<file path="config.mk">
export PLATFORM = sky130hd
export DESIGN_NAME = multicycle_control_flat
export DESIGN_NICKNAME = d
export VERILOG_FILES = /design/src/rtl/cpu_pkg.sv /design/src/rtl/multicycle_control_if.sv /design/src/rtl/mem_wait_timer.sv /design/src/rtl/multicycle_control.sv /design/src/flat_wrapper.sv
export SDC_FILE = /design/constraint.sdc
export NUM_CORES = 1
export LEC_CHECK = 0
export ABC_AREA = 1
export ABC_CLOCK_PERIOD_IN_PS = 3300
export BUFFER_PORTS_ARGS = -buffer_cell sky130_fd_sc_hd__clkbuf_2
export CAP_MARGIN = 40
export CORE_ASPECT_RATIO = 0.5
export CORE_UTILIZATION = 40
export CTS_CLUSTER_DIAMETER = 120
export DETAILED_ROUTE_END_ITERATION = 10
export MAX_ROUTING_LAYER = met4
export PLACE_DENSITY = 0.71
export SYNTH_ARGS = -nofsm -noshare
export SYNTH_HDL_FRONTEND = slang
export SYNTH_HIERARCHICAL = 1
export SYNTH_SLANG_ARGS = --single-unit
</file>
<file path="constraint.sdc">
create_clock -name clk -period 3.3 [get_ports clk]
set_clock_uncertainty 0.05 [all_clocks]
set_input_delay 0.66 -clock clk [delete_from_list [all_inputs] [get_ports clk]]
set_output_delay 0.66 -clock clk [all_outputs]
set_load 0.03 [all_outputs]
</file>
<file path="src/rtl/cpu_pkg.sv">
// Shared encodings for the multicycle controller: states, opcodes, funct codes,
// ALU commands, and the one-cycle instruction decode used in DECODE.
package cpu_pkg;

   typedef enum logic [3:0] {
      ST_FETCH, ST_DECODE, ST_EXEC_R, ST_EXEC_I, ST_MEM_ADDR, ST_MEM_RD,
      ST_MEM_WR, ST_WB_MEM, ST_WB_ALU, ST_BRANCH, ST_JUMP, ST_TRAP
   } state_e;

   typedef enum logic [2:0] {
      ALU_ADD = 3'b000,
      ALU_SUB = 3'b001,
      ALU_XOR = 3'b010,
      ALU_SLT = 3'b011
   } alu_cmd_e;

   // Instruction class captured in DECODE so later states never look at the IR.
   typedef enum logic [3:0] {
      K_NONE, K_RTYPE, K_ADDI, K_XORI, K_LW, K_SW, K_BEQ, K_BNE, K_J, K_JAL, K_JR
   } kind_e;

   localparam logic [5:0] OP_RTYPE = 6'h00;
   localparam logic [5:0] OP_J     = 6'h02;
   localparam logic [5:0] OP_JAL   = 6'h03;
   localparam logic [5:0] OP_BEQ   = 6'h04;
   localparam logic [5:0] OP_BNE   = 6'h05;
   localparam logic [5:0] OP_ADDI  = 6'h08;
   localparam logic [5:0] OP_XORI  = 6'h0E;
   localparam logic [5:0] OP_LW    = 6'h23;
   localparam logic [5:0] OP_SW    = 6'h2B;

   localparam logic [5:0] FN_JR  = 6'h08;
   localparam logic [5:0] FN_ADD = 6'h20;
   localparam logic [5:0] FN_SUB = 6'h22;
   localparam logic [5:0] FN_XOR = 6'h26;
   localparam logic [5:0] FN_SLT = 6'h2A;

   typedef struct packed {
      state_e   next;
      kind_e    kind;
      alu_cmd_e alu;
   } decode_t;

   function automatic decode_t decode_instr(input logic [5:0] op, input logic [5:0] fn);
      decode_t d;
      d.next = ST_TRAP;
      d.kind = K_NONE;
      d.alu  = ALU_ADD;
      case (op)
         OP_RTYPE: begin
            d.kind = K_RTYPE;
            d.next = ST_EXEC_R;
            case (fn)
               FN_ADD:  d.alu = ALU_ADD;
               FN_SUB:  d.alu = ALU_SUB;
               FN_SLT:  d.alu = ALU_SLT;
               FN_XOR:  d.alu = ALU_XOR;
               FN_JR: begin
                  d.kind = K_JR;
                  d.next = ST_JUMP;
               end
               default: begin
                  d.kind = K_NONE;
                  d.next = ST_TRAP;
               end
            endcase
         end
         OP_LW:   begin d.kind = K_LW;   d.next = ST_MEM_ADDR; end
         OP_SW:   begin d.kind = K_SW;   d.next = ST_MEM_ADDR; end
         OP_ADDI: begin d.kind = K_ADDI; d.next = ST_EXEC_I; d.alu = ALU_ADD; end
         OP_XORI: begin d.kind = K_XORI; d.next = ST_EXEC_I; d.alu = ALU_XOR; end
         OP_BEQ:  begin d.kind = K_BEQ;  d.next = ST_BRANCH; d.alu = ALU_SUB; end
         OP_BNE:  begin d.kind = K_BNE;  d.next = ST_BRANCH; d.alu = ALU_SUB; end
         OP_J:    begin d.kind = K_J;    d.next = ST_JUMP; end
         OP_JAL:  begin d.kind = K_JAL;  d.next = ST_JUMP; end
         default: ;
      endcase
      return d;
   endfunction

endpackage

</file>
<file path="src/rtl/multicycle_control_if.sv">
// Instruction/status inputs and datapath control strobes of the multicycle controller.
interface multicycle_control_if;
   logic [5:0] opmode;
   logic [5:0] functval;
   logic       zero;
   logic       mem_ready;

   logic       pc_write;
   logic       ir_write;
   logic       mem_read;
   logic       mem_write;
   logic       reg_write;
   logic       i_or_d;
   logic [1:0] reg_dst;
   logic [1:0] mem_to_reg;
   logic       alu_src_a;
   logic [1:0] alu_src_b;
   logic [2:0] alu_command;
   logic [1:0] pc_src;
   logic       trap;
   logic       busy;

   modport master (
      input  opmode, functval, zero, mem_ready,
      output pc_write, ir_write, mem_read, mem_write, reg_write, i_or_d,
             reg_dst, mem_to_reg, alu_src_a, alu_src_b, alu_command, pc_src,
             trap, busy
   );

   modport slave (
      output opmode, functval, zero, mem_ready,
      input  pc_write, ir_write, mem_read, mem_write, reg_write, i_or_d,
             reg_dst, mem_to_reg, alu_src_a, alu_src_b, alu_command, pc_src,
             trap, busy
   );
endinterface

</file>
<file path="src/rtl/mem_wait_timer.sv">
// Counts cycles spent waiting on mem_ready in a memory state; flags the cycle
// on which the wait has reached MEM_TIMEOUT without mem_ready.
module mem_wait_timer #(
   parameter int unsigned MEM_TIMEOUT = 15
) (
   input  logic clk,
   input  logic rst_n,
   input  logic start_i,
   input  logic wait_i,
   input  logic mem_ready_i,
   output logic timeout_o
);

   localparam logic [7:0] LIMIT = 8'(MEM_TIMEOUT);

   logic [7:0] count_q, count_d;

   // NOTE: combinational next-state gets its default first so no path leaves it unassigned (no latch).
   always_comb begin
      count_d = count_q;
      if (start_i) begin
         count_d = '0;
      end else if (wait_i && !mem_ready_i) begin
         count_d = count_q + 8'd1;
      end
   end

   // NOTE: state registers use non-blocking assignments so every flop samples pre-edge values.
   always_ff @(posedge clk or negedge rst_n) begin
      if (!rst_n) begin
         count_q <= '0;
      end else begin
         count_q <= count_d;
      end
   end

   // A late mem_ready on the limit cycle still completes the access.
   assign timeout_o = wait_i && !mem_ready_i && (count_q >= LIMIT);

endmodule

</file>
<file path="src/rtl/multicycle_control.sv">
// Multicycle CPU control FSM. Define MULTICYCLE_CONTROL_COUNTERS_EN to build the
// cycle/instruction performance counters; otherwise both outputs are tied to 0.
module multicycle_control
   import cpu_pkg::*;
#(
   parameter int unsigned MEM_TIMEOUT = 15,
   parameter int unsigned CNT_W       = 32
) (
   input  logic                 clk,
   input  logic                 reset,
   multicycle_control_if.master bus,
   output logic [CNT_W-1:0]     cycle_count,
   output logic [CNT_W-1:0]     instr_count
);

   state_e   state_q, state_d;
   kind_e    kind_q, kind_d;
   alu_cmd_e alu_q, alu_d;
   decode_t  dec;
   logic     timeout;
   logic     in_wait;
   logic     wait_start;

   assign in_wait    = (state_q == ST_FETCH) || (state_q == ST_MEM_RD) || (state_q == ST_MEM_WR);
   assign wait_start = (state_d != state_q) &&
                       ((state_d == ST_FETCH) || (state_d == ST_MEM_RD) || (state_d == ST_MEM_WR));

   mem_wait_timer #(.MEM_TIMEOUT(MEM_TIMEOUT)) u_timer (
      .clk         (clk),
      .rst_n       (reset),
      .start_i     (wait_start),
      .wait_i      (in_wait),
      .mem_ready_i (bus.mem_ready),
      .timeout_o   (timeout)
   );

   // NOTE: only state and control registers are reset; the reset reaches them asynchronously.
   always_ff @(posedge clk or negedge reset) begin
      if (!reset) begin
         state_q <= ST_FETCH;
         kind_q  <= K_NONE;
         alu_q   <= ALU_ADD;
      end else begin
         state_q <= state_d;
         kind_q  <= kind_d;
         alu_q   <= alu_d;
      end
   end

   always_comb begin
      state_d          = state_q;
      kind_d           = kind_q;
      alu_d            = alu_q;
      dec              = decode_instr(bus.opmode, bus.functval);
      bus.pc_write     = 1'b0;
      bus.ir_write     = 1'b0;
      bus.mem_read     = 1'b0;
      bus.mem_write    = 1'b0;
      bus.reg_write    = 1'b0;
      bus.i_or_d       = 1'b0;
      bus.reg_dst      = 2'd0;
      bus.mem_to_reg   = 2'd0;
      bus.alu_src_a    = 1'b0;
      bus.alu_src_b    = 2'd0;
      bus.alu_command  = ALU_ADD;
      bus.pc_src       = 2'd0;
      bus.trap         = 1'b0;
      bus.busy         = (state_q != ST_FETCH);

      case (state_q)
         ST_FETCH: begin
            bus.mem_read = 1'b1;
            if (bus.mem_ready) begin
               bus.ir_write    = 1'b1;
               bus.pc_write    = 1'b1;
               bus.alu_src_b   = 2'd1;
               bus.alu_command = ALU_ADD;
               state_d         = ST_DECODE;
            end else if (timeout) begin
               state_d = ST_TRAP;
            end
         end
         ST_DECODE: begin
            bus.alu_src_b = 2'd3;
            state_d       = dec.next;
            kind_d        = dec.kind;
            alu_d         = dec.alu;
         end
         ST_EXEC_R: begin
            bus.alu_src_a   = 1'b1;
            bus.alu_command = alu_q;
            state_d         = ST_WB_ALU;
         end
         ST_EXEC_I: begin
            bus.alu_src_a   = 1'b1;
            bus.alu_src_b   = 2'd2;
            bus.alu_command = alu_q;
            state_d         = ST_WB_ALU;
         end
         ST_WB_ALU: begin
            bus.reg_write = 1'b1;
            bus.reg_dst   = (kind_q == K_RTYPE) ? 2'd1 : 2'd0;
            state_d       = ST_FETCH;
         end
         ST_MEM_ADDR: begin
            bus.alu_src_a = 1'b1;
            bus.alu_src_b = 2'd2;
            state_d       = (kind_q == K_LW) ? ST_MEM_RD : ST_MEM_WR;
         end
         ST_MEM_RD: begin
            bus.i_or_d   = 1'b1;
            bus.mem_read = 1'b1;
            if (bus.mem_ready)  state_d = ST_WB_MEM;
            else if (timeout)   state_d = ST_TRAP;
         end
         ST_MEM_WR: begin
            bus.i_or_d    = 1'b1;
            bus.mem_write = 1'b1;
            if (bus.mem_ready)  state_d = ST_FETCH;
            else if (timeout)   state_d = ST_TRAP;
         end
         ST_WB_MEM: begin
            bus.reg_write  = 1'b1;
            bus.mem_to_reg = 2'd1;
            state_d        = ST_FETCH;
         end
         ST_BRANCH: begin
            bus.alu_src_a   = 1'b1;
            bus.alu_command = ALU_SUB;
            // BEQ takes the branch on zero, BNE on not-zero.
            if (bus.zero ^ (kind_q == K_BNE)) begin
               bus.pc_write = 1'b1;
               bus.pc_src   = 2'd1;
            end
            state_d = ST_FETCH;
         end
         ST_JUMP: begin
            bus.pc_write = 1'b1;
            bus.pc_src   = (kind_q == K_JR) ? 2'd3 : 2'd2;
            if (kind_q == K_JAL) begin
               bus.reg_write  = 1'b1;
               bus.reg_dst    = 2'd2;
               bus.mem_to_reg = 2'd2;
            end
            state_d = ST_FETCH;
         end
         ST_TRAP: begin
            bus.trap = 1'b1;
         end
         default: begin
            state_d = ST_TRAP;
         end
      endcase
   end

`ifdef MULTICYCLE_CONTROL_COUNTERS_EN
   logic [CNT_W-1:0] cycle_q, instr_q;

   always_ff @(posedge clk or negedge reset) begin
      if (!reset) begin
         cycle_q <= '0;
         instr_q <= '0;
      end else begin
         if (state_q != ST_TRAP) cycle_q <= cycle_q + CNT_W'(1);
         if ((state_d == ST_FETCH) && (state_q != ST_FETCH)) instr_q <= instr_q + CNT_W'(1);
      end
   end

   assign cycle_count = cycle_q;
   assign instr_count = instr_q;
`else
   assign cycle_count = '0;
   assign instr_count = '0;
`endif

endmodule

</file>
<file path="src/flat_wrapper.sv">
// flat-port wrapper written by rule: the top's interface ports become plain ports
module multicycle_control_flat import cpu_pkg::*;
#(
   parameter int unsigned MEM_TIMEOUT = 15,
   parameter int unsigned CNT_W       = 32
)
  (clk, reset, cycle_count, instr_count, bus_opmode, bus_functval, bus_zero, bus_mem_ready, bus_pc_write, bus_ir_write, bus_mem_read, bus_mem_write, bus_reg_write, bus_i_or_d, bus_reg_dst, bus_mem_to_reg, bus_alu_src_a, bus_alu_src_b, bus_alu_command, bus_pc_src, bus_trap, bus_busy);
  multicycle_control_if bus_i ();
  input  logic clk;
  input  logic reset;
  output logic [CNT_W-1:0] cycle_count;
  output logic [CNT_W-1:0] instr_count;
  input wire logic [$bits(bus_i.opmode)-1:0] bus_opmode;
  input wire logic [$bits(bus_i.functval)-1:0] bus_functval;
  input wire logic [$bits(bus_i.zero)-1:0] bus_zero;
  input wire logic [$bits(bus_i.mem_ready)-1:0] bus_mem_ready;
  output wire logic [$bits(bus_i.pc_write)-1:0] bus_pc_write;
  output wire logic [$bits(bus_i.ir_write)-1:0] bus_ir_write;
  output wire logic [$bits(bus_i.mem_read)-1:0] bus_mem_read;
  output wire logic [$bits(bus_i.mem_write)-1:0] bus_mem_write;
  output wire logic [$bits(bus_i.reg_write)-1:0] bus_reg_write;
  output wire logic [$bits(bus_i.i_or_d)-1:0] bus_i_or_d;
  output wire logic [$bits(bus_i.reg_dst)-1:0] bus_reg_dst;
  output wire logic [$bits(bus_i.mem_to_reg)-1:0] bus_mem_to_reg;
  output wire logic [$bits(bus_i.alu_src_a)-1:0] bus_alu_src_a;
  output wire logic [$bits(bus_i.alu_src_b)-1:0] bus_alu_src_b;
  output wire logic [$bits(bus_i.alu_command)-1:0] bus_alu_command;
  output wire logic [$bits(bus_i.pc_src)-1:0] bus_pc_src;
  output wire logic [$bits(bus_i.trap)-1:0] bus_trap;
  output wire logic [$bits(bus_i.busy)-1:0] bus_busy;
  assign bus_i.opmode = bus_opmode;
  assign bus_i.functval = bus_functval;
  assign bus_i.zero = bus_zero;
  assign bus_i.mem_ready = bus_mem_ready;
  assign bus_pc_write = bus_i.pc_write;
  assign bus_ir_write = bus_i.ir_write;
  assign bus_mem_read = bus_i.mem_read;
  assign bus_mem_write = bus_i.mem_write;
  assign bus_reg_write = bus_i.reg_write;
  assign bus_i_or_d = bus_i.i_or_d;
  assign bus_reg_dst = bus_i.reg_dst;
  assign bus_mem_to_reg = bus_i.mem_to_reg;
  assign bus_alu_src_a = bus_i.alu_src_a;
  assign bus_alu_src_b = bus_i.alu_src_b;
  assign bus_alu_command = bus_i.alu_command;
  assign bus_pc_src = bus_i.pc_src;
  assign bus_trap = bus_i.trap;
  assign bus_busy = bus_i.busy;
  multicycle_control #(.MEM_TIMEOUT(MEM_TIMEOUT), .CNT_W(CNT_W)) u_core (.clk(clk), .reset(reset), .bus(bus_i), .cycle_count(cycle_count), .instr_count(instr_count));
endmodule
</file>
==> summary.md <==
| Metric | Value |
|---|---|
| Area grow syn2layout | `2.88%` |
| Peak supply drop | `slightly below 0.3 mV` |
| Post-Place Cells | `430` |
| Vias in the first global route | `1529` |
| Gate Count Post-Synth | `328` |
| R2R Setup Slk | `approximately 540 ps` |
| DRT iter0 DRCs | `between 70 and 80` |
| H-tree depth | `1` |
| Slew Viols, Final | `0` |
| Worst Setup SP | `u_core/state_q[0]$_DFF_PN0_` |
| Port bufs | `34` |
| Synthesized area per cell | `6.36 um^2` |
| Final HPWL DP | `3330 um` |
| Die ar. | `5520 um^2` |
| Arrival time at the worst endpoint | `2860 ps` |
| Fin crit share | `0.836` |
| Max clock buf depth | `2` |
| # hold bufs at CTS | `0` |
| Fin Setup TNS | `0 ps` |
| Remaining global-route overflow | `0` |
| Synth top cells by count | `buf_4, nand2_1, nor2_1, inv_1, nand3_1` |
| Clk Latency, worst-skew pair | `between 200 and 300 ps` |
| Mean routed wirelength per cell | `9.00 um` |
| Initial antenna violation count | `0` |
| Crit start category | `register` |
| Crit path to | `u_core/u_timer/count_q[3]$_DFFE_PN0P_` |
| Leading post-synthesis cells by cell area | `buf_4, dfrtp_1, nand2_1` |
| Most common cell in the netlist | `buf_4` |
| Non-filler cells, final | `between 400 and 500` |
| First-pass GRT wire length | `roughly 6600 um` |
| Post-Route WL | `3910 um` |
| Final critical-path required period | `approximately 2800 ps` |
| Drt via density | `4.27` |
| Status | `completed` |
| Largest net degree at the start of global routing | `19` |
| Leak Pwr | `approximately 1.3 nW` |
| FFs w/ async S/R, synth | `1.00` |
| I/O pin count | `100` |
| Initial Utilization | `0.419` |
| Worst setup path class | `register to register` |
| Final setup vio count | `0` |
| Num CTS Buffers | `3` |
| HP Class | `primary input to async pin` |
| TritonRoute pass-1 iters | `4` |
| Total of max-cap violations | `0` |
| Endpoints failing hold | `0` |
| EDFF count, synth | `0` |
| NumNets Final | `around 380` |
| Routability cong. | `approximately 0.92` |
| Most used DFF post-synth | `dfrtp_1` |
| Reg2reg path depth | `18` |
| Worst path required time | `about 3400 ps` |
| # DRC | `0` |
| Setup bufs post-CTS | `0` |
| TritonCTS clock tree | `built` |
| Clock root buffer | `clkbuf_8` |
| Ant diodes | `0` |
| PD cells | `between 700 and 800 nW/um^2` |
| Clock transition at the registers of the reported paths | `70 ps` |
| Top-area cell type share of the netlist area | `0.234` |
| Final ANT Viol Nets | `0` |
| Vias | `1853` |
| Worst R2R End | `u_core/u_timer/count_q[3]$_DFFE_PN0P_` |
| Die height | `53.0 um` |
| Total GRT Usage | `0.155` |
| Core area | `roughly 5000 um^2` |
| Sequential area share after synthesis | `0.216` |
| Unrepaired setup endpoints after global routing | `false` |
| Mapped cell area | `between 2000 and 2500 um^2` |
| Layout cells sized above 1 | `0.184` |
| Synth Register Bits | `18` |
| R2R Path Start | `u_core/state_q[0]$_DFF_PN0_` |
| YS warnings | `6` |
| Die span in x | `roughly 100 um` |
| Clock net sink count | `18` |
| Cell taking the most area after synthesis | `buf_4` |
| Endpoint class of the critical path | `register` |
| Crit path max fanout | `10` |
| Fmax | `approximately 0.36 GHz` |
| Number of library cell types mapped by synthesis | `32` |
| Row count | `18` |
| Cts repair resizes | `0` |
per-stage QoR:
step / setup WS [ps] / util / power [mW] / hold WS, ps / instance area, um^2
floorplan: 850 / - / 1.32 / 314 / 2320
global placement: 579 / 0.420 / 1.50 / 451 / 2090
detailed placement: 571 / 0.420 / 1.50 / 454 / 2090
CTS: 553 / 0.431 / 1.69 / 305 / 2140
global route: 208 / 0.431 / 1.84 / 324 / 2140
finish: 541 / 0.431 / 1.68 / 286 / 2140
flip-flops by register name, indices dropped and copies added, names as in the netlist:
name                    cells
u_core/alu_q                2
u_core/state_q              4
u_core/u_timer/count_q      8
u_core/kind_q               4
worst min-delay path by stage:
stage / start / end / slack, ps / depth (start not counted)
after CTS: reset / u_core/u_timer/count_q[2]$_DFFE_PN0P_ / 310 / 1
after global placement: u_core/kind_q[3]$_DFFE_PN0P_ / u_core/kind_q[3]$_DFFE_PN0P_ / 450 / 2
after floorplan: reset / u_core/alu_q[0]$_DFFE_PN0P_ / 310 / 0
after detailed placement: u_core/kind_q[3]$_DFFE_PN0P_ / u_core/kind_q[3]$_DFFE_PN0P_ / 450 / 2
final: reset / u_core/u_timer/count_q[2]$_DFFE_PN0P_ / 290 / 1
after global routing: reset / u_core/u_timer/count_q[2]$_DFFE_PN0P_ / 320 / 1
cells by family (layout without fill, tap and decap cells):
kind of cell | after synthesis | in the layout | synth area share
buffers and inverters | 112 | 84 | 0.319
adders and majority gates | 1 | 1 | 0.00600
AOI/OAI and AO/OA | 31 | 31 | 0.0846
and+or+nand+nor | 165 | 165 | 0.372
other | 1 | 65 | 0.00180
DFF | 18 | 18 | 0.216
layer usage:
layer,GRT usage,vias to the layer above,routed length (um)
met1,0.179,812,1770
met4,0.0214,0,20
met3,0.0333,2,217
met5,-,-,0
li1,-,974,-
met2,0.289,65,1900
power by group:
part	internal [mW]	switching [mW]	total, mW
clock	0.106	0.0734	0.179
sequential	0.277	0.0675	0.345
combinational	0.315	0.844	1.16
worst max-delay path, cell delays in order (launching register included):
cell and delay [ps]:
dfrtp_1 450, inv_1 150, nor2_1 60, nand2_1 140, nand3_2 130, nand2_4 120, a41oi_1 80, o21ai_0 270
nor2_1 80, nor4_2 330, nand2_2 120, nand2_1 70, nand2_1 50, nor2_1 90, nor2_1 50, inv_2 130
nand2_1 100, a21oi_1 130, nor2_1 60
cell type report:
type	instances	area, um^2
inverters	46	173
well taps	70	87.6
multi-input cells	262	1210
flip-flops and latches	18	450
repair buffers	34	170
fillers	557	2830
clock buffers	4	55.1
layout by cell type (no fill, tap or decap), types with 2 or more instances in the layout:
| cell | instances |
|---|---|
| clkbuf_2 | 34 |
| inv_1 | 40 |
| nand3_2 | 2 |
| o21ai_1 | 3 |
| nand4_1 | 5 |
| nand2_2 | 5 |
| a21oi_1 | 7 |
| nor3_1 | 2 |
| nand2_1 | 62 |
| nor2_2 | 6 |
| nand3_1 | 30 |
| nor2_1 | 43 |
| o21ai_0 | 13 |
| inv_2 | 6 |
| clkbuf_8 | 4 |
| conb_1 | 65 |
| nor2_4 | 5 |
| dfrtp_1 | 18 |
Note: power is estimated with default switching activity, not from simulation.
